<file path="src/rtl/fifo_uart_rx.sv">
// fifo_uart_rx: 16x-oversampled 8N1 UART receiver feeding an RX FIFO with sticky error flags.
module fifo_uart_rx #(
  parameter int FIFO_DEPTH = 10
) (
  input  logic                            clk_i,
  input  logic                            rstn_i,
  input  logic                            uart_clk_i,
  input  logic                            rx_en_i,
  input  logic                            rx_i,
  input  logic                            rden_i,
  input  logic                            clr_err_i,
  output logic [7:0]                      rd_data_o,
  output logic [$clog2(FIFO_DEPTH+1)-1:0] rx_count_o,
  output logic [4:0]                      fifo_uart_rx_stat
);
  localparam int DATA_WIDTH = 8;
  localparam int CW = $clog2(FIFO_DEPTH + 1);
  localparam int PW = $clog2(FIFO_DEPTH);
  localparam logic [PW-1:0] LAST = PW'(FIFO_DEPTH - 1);
  localparam logic [CW-1:0] DEPTH = CW'(FIFO_DEPTH);
  typedef enum logic [1:0] {IDLE, START, DATA, STOP} state_t;
  state_t state_q, state_d;
  logic [1:0] sync_q;
  logic [3:0] tick_q, tick_d;
  logic [2:0] bit_q, bit_d;
  logic [DATA_WIDTH-1:0] shift_q, shift_d, rd_q, rd_d;
  logic [DATA_WIDTH-1:0] mem_q [FIFO_DEPTH];
  logic [PW-1:0] wp_q, wp_d, rp_q, rp_d;
  logic [CW-1:0] cnt_q, cnt_d;
  logic ovr_q, ovr_d, frm_q, frm_d;
  logic line, full, empty, push, pop, ovr_set, frm_set;
  assign line = sync_q[1];
  assign full = cnt_q == DEPTH;
  assign empty = cnt_q == '0;
  assign pop = rden_i && !empty;
  always_comb begin
    state_d = state_q;
    tick_d = uart_clk_i ? tick_q + 4'd1 : tick_q;
    bit_d = bit_q;
    shift_d = shift_q;
    push = 1'b0;
    ovr_set = 1'b0;
    frm_set = 1'b0;
    if (!rx_en_i) state_d = IDLE;
    else if (uart_clk_i)
      unique case (state_q)
        IDLE: if (!line) begin
          state_d = START;
          tick_d = '0;
        end
        START: if (tick_q == 4'd7) begin
          state_d = line ? IDLE : DATA;
          tick_d = '0;
          bit_d = '0;
        end
        DATA: if (tick_q == 4'd15) begin
          shift_d = {line, shift_q[DATA_WIDTH-1:1]};
          bit_d = bit_q + 3'd1;
          state_d = bit_q == 3'd7 ? STOP : DATA;
        end
        STOP: if (tick_q == 4'd15) begin
          state_d = IDLE;
          push = line && !full;
          ovr_set = line && full;
          frm_set = !line;
        end
        default: state_d = IDLE;
      endcase
  end
  // Push eligibility is judged on the registered count, so a same-cycle pop never frees space for it.
  always_comb begin
    wp_d = push ? (wp_q == LAST ? '0 : wp_q + 1'b1) : wp_q;
    rp_d = pop ? (rp_q == LAST ? '0 : rp_q + 1'b1) : rp_q;
    rd_d = pop ? mem_q[rp_q] : rd_q;
    cnt_d = cnt_q + CW'(push) - CW'(pop);
    ovr_d = ovr_set || (ovr_q && !clr_err_i);
    frm_d = frm_set || (frm_q && !clr_err_i);
  end
  always_ff @(posedge clk_i or negedge rstn_i)
    if (!rstn_i) begin
      sync_q <= 2'b11;
      state_q <= IDLE;
      tick_q <= '0;
      bit_q <= '0;
      shift_q <= '0;
      wp_q <= '0;
      rp_q <= '0;
      cnt_q <= '0;
      rd_q <= '0;
      ovr_q <= 1'b0;
      frm_q <= 1'b0;
    end else begin
      sync_q <= {sync_q[0], rx_i};
      state_q <= state_d;
      tick_q <= tick_d;
      bit_q <= bit_d;
      shift_q <= shift_d;
      wp_q <= wp_d;
      rp_q <= rp_d;
      cnt_q <= cnt_d;
      rd_q <= rd_d;
      ovr_q <= ovr_d;
      frm_q <= frm_d;
    end
  always_ff @(posedge clk_i)
    if (push) mem_q[wp_q] <= shift_q;
  assign rd_data_o = rd_q;
  assign rx_count_o = cnt_q;
  assign fifo_uart_rx_stat = {full, empty, ovr_q, frm_q, state_q != IDLE};
endmodule
</file>
<file path="config.mk">
export PLATFORM = sky130hd
export DESIGN_NAME = fifo_uart_rx
export DESIGN_NICKNAME = d
export VERILOG_FILES = /design/src/rtl/fifo_uart_rx.sv
export SDC_FILE = /design/constraint.sdc
export NUM_CORES = 1
export LEC_CHECK = 0
export ABC_AREA = 1
export BUFFER_PORTS_ARGS = -buffer_cell sky130_fd_sc_hd__buf_2
export CORE_ASPECT_RATIO = 1.2
export CORE_MARGIN = 5
export CORE_UTILIZATION = 50
export CTS_BUF_LIST = sky130_fd_sc_hd__clkbuf_4 sky130_fd_sc_hd__clkbuf_8
export DETAILED_ROUTE_END_ITERATION = 10
export PLACE_DENSITY = 0.67
export REMOVE_ABC_BUFFERS = 1
export SYNTH_ARGS = -nofsm -noshare
export SYNTH_HDL_FRONTEND = slang
export SYNTH_SLANG_ARGS = --single-unit
</file>
<file path="constraint.sdc">
create_clock -name clk_i -period 2.55 [get_ports clk_i]
set_clock_uncertainty 0.1 [all_clocks]
set_input_delay 0.1275 -clock clk_i [delete_from_list [all_inputs] [get_ports clk_i]]
set_output_delay 0.1275 -clock clk_i [all_outputs]
set_load 0.01 [all_outputs]
</file>
==> summary.md <==
| Metric | Value |
|---|---|
| VDD IR max | `0.575 mV` |
| I/O pin cnt | `24` |
| Detail Route Antenna Nets | `0` |
| Finished Layout Cells | `712` |
| Via/cell ratio | `5.21` |
| Via total after detailed routing | `3708` |
| NetSw | `2.08 mW` |
| Cell variety after synth | `29` |
| Synth top area share | `0.446` |
| Diodes inserted | `0` |
| Net Sw Frac | `0.352` |
| R2R Path Start | `tick_q[1]$_DFF_PN0_` |
| Number of global-route vias before repair | `3732` |
| Floorplan core area | `0.0105 mm^2` |
| Post-layout min period | `2320 ps` |
| CTS tree | `done` |
| Setup crit start kind | `register` |
| Final period utilization | `0.909` |
| Status | `finished, final reports clean` |
| Final setup fails | `0` |
| DR WL/cell | `15.4 um` |
| Nets@finish | `592` |
| Clock Sinks | `121` |
| Slew headroom | `0.364` |
| Most frequent cell after synthesis | `nand2_1` |
| Reg2Reg Depth | `10` |
| Number of post-CTS setup repair buffers | `0` |
| P per Cell Area | `968 mW/mm^2` |
| Sequential fraction of the synthesis area | `0.637` |
| Clk root buf | `clkbuf_8` |
| Arr. time, crit path | `2530 ps` |
| H-Tree Depth | `4` |
| WP data required | `2760 ps` |
| Placed cells | `675` |
| Initial antenna violation count | `0` |
| R2R Path End | `rx_count_o[2]$_DFF_PN0_` |
| Clk pin slew, worst setup/hold paths | `70 ps` |
| Layout cells sized above 1 | `0.149` |
| Combinational share of power | `0.308` |
| Top cells by count, synth | `nand2_1 (113), edfxtp_1 (80), nor2_1 (68)` |
| Leak pwr | `2.64 nW` |
| GRT overflow | `0` |
| Max Clock Freq | `432 MHz` |
| Post-synthesis async set-or-reset flop share | `0.339` |
| RSZ-0062 raised after global routing | `no` |
| Measured slew at the worst slew-check pin | `953 ps` |
| Die H | `124 um` |
| Clk_lat worst skew | `430 ps` |
| Hold/Removal Path Class | `in -> reg` |
| Internal power | `3.82 mW` |
| Yosys reg bits | `121` |
| Syn Area/Cell | `10.2 um^2` |
| Layout overhead on the synthesized area | `13.3%` |
| CP max stage cell | `dfrtp_1` |
| Max Buffers Root-to-Sink | `2` |
| Ys Warns | `0` |
| Critical path's largest stage delay | `380 ps` |
| Total CTS buffers | `17` |
| Initial drt markers | `220` |
| First-pass GRT wire length | `18500 um` |
| DP HPWL | `7320 um` |
| Pin count of the biggest net entering global routing | `48` |
| Maximum Capacitance Violations | `0` |
| DRT Wirelength | `11000 um` |
| Clock power share | `0.272` |
| Critical path type | `reg -> reg` |
| Drt pass-1 iters | `4` |
| EDFF count, synth | `80` |
| Std cell rows | `41` |
| Residual DRC | `0` |
| Die area | `0.0129 mm^2` |
| GRT Overall Usage | `0.186` |
| Final Hold Fails | `0` |
| Critical path, cell by cell | `ha_2 > nand3_2 > nor2_4 > nand3_4 > ha_1 > inv_1 > ha_1 > inv_1 > fa_1 > xnor2_1` |
| GPL Wtd Cong | `0.875` |
| Post-synth top area cell | `edfxtp_1` |
| Sequential share of power | `0.420` |
| Synth Instances | `527` |
| Die span in x | `105 um` |
| Top cells by area, synth | `edfxtp_1 (45%), dfrtp_1 (18%), nand2_1 (7.9%)` |
| Worst Setup SP | `tick_q[1]$_DFF_PN0_` |
| Hold_ws | `71.0 ps` |
| Setup crit end | `rx_count_o[2]$_DFF_PN0_` |
| R2r setup slk | `230 ps` |
| Worst-path maximum fanout | `8` |
| Initial core utilization | `0.512` |
| Final count of pins violating max slew | `0` |
| Prevailing post-synth register cell | `edfxtp_1` |
| Setup_tns | `0 ps` |
| Post-synthesis cell area | `0.00538 mm^2` |
| Critical Path End Type | `register` |
| IO Port Bufs | `23` |
-- cell usage in the layout (no fill, tap or decap), drive strengths merged --
master / n
mux2: 1
nand2: 117
inv: 70
o21ai: 26
nand3: 52
nand4: 1
clkinv: 7
xor2: 3
ha: 14
a21oi: 20
nor4: 2
dfstp: 2
xnor2: 3
o211ai: 6
nor2: 69
fa: 1
clkbuf: 24
dfrtp: 39
dlygate4sd3: 5
or2: 1
edfxtp: 80
buf: 38
bufinv: 1
nand3b: 1
-- per-layer routing --
metal,track usage,share of wire,vias to the layer above
met2,0.325,0.53,89
li1,-,-,1807
met4,0.0951,0.028,0
met1,0.216,0.41,1786
met5,0,0,-
met3,0.0430,0.040,26
-- logic make-up after synthesis --
kind of cell             share of synthesized area
AND/OR/NAND/NOR                              0.194
flip-flops                                   0.637
buffers and inverters                       0.0695
AO/OA/AOI/OAI                               0.0511
adder cells (fa/ha/maj)                     0.0363
XOR/XNOR                                   0.00976
multiplexers                               0.00209
-- state kept, by name, summed over array words and instances, names as in the netlist, 2 cells and up, named ones only --
signal,flops
rx_count_o,4
sync_q,2
state_q,2
rd_data_o,8
rp_q,4
bit_q,3
mem_q,80
tick_q,3
shift_q,8
wp_q,4
-- what timing repair did --
item,4_1_cts,5_1_grt
endpoints found under the hold margin,47,0
hold buffers,5,0
resized for setup,0,1
setup endpoints to repair,0,1
-- per-stage QoR --
step                power [mW]  utilization  area [um^2]  setup WS [ps]
CTS                       5.97        0.580         6090            172
floorplan                 3.68            -         5280            188
global route              6.34        0.580         6100           19.2
finish                    5.90        0.580         6100            233
global placement          4.28        0.539         5670            262
detailed placement        4.35        0.539         5670            185
-- critical path: cells and delay by family, from the launching register on --
kind                     cells  cell delay (ps)
XOR/XNOR                     1              130
adder cells (fa/ha/maj)      4             1060
buffers and inverters        2              110
flip-flops                   1              380
AND/OR/NAND/NOR              3              420
-- area by class of cell --
cell class | count | area, um^2
fill | 879 | 4420
sequential | 121 | 3430
multi-input combinational | 317 | 1580
clock buffer | 24 | 312
timing repair buffer | 43 | 278
inverter | 70 | 268
tap | 129 | 161
clock inverter | 8 | 67.6
-- power groups by stage --
stage / combinational [mW] / sequential, mW / clock [mW]
2_1_floorplan: 1.06 / 2.61 / 0
3_3_place_gp: 1.77 / 2.50 / 0
3_5_place_dp: 1.84 / 2.51 / 0
4_1_cts: 1.85 / 2.48 / 1.64
5_1_grt: 2.10 / 2.50 / 1.74
6_report: 1.82 / 2.48 / 1.61
-- worst min-delay path by stage --
stage / end / cells after the start / start
2_1_floorplan: async pin / 0 / rstn_i
3_3_place_gp: sync_q[0]$_DFF_PN1_ / 1 / rx_i
3_5_place_dp: sync_q[0]$_DFF_PN1_ / 1 / rx_i
4_1_cts: rp_q[0]$_DFFE_PN0P_ / 5 / rden_i
5_1_grt: rd_data_o[4]$_DFFE_PN0P_ / 5 / rden_i
6_report: rp_q[0]$_DFFE_PN0P_ / 5 / rden_i
No activity file was read; power rests on OpenSTA's default activity.
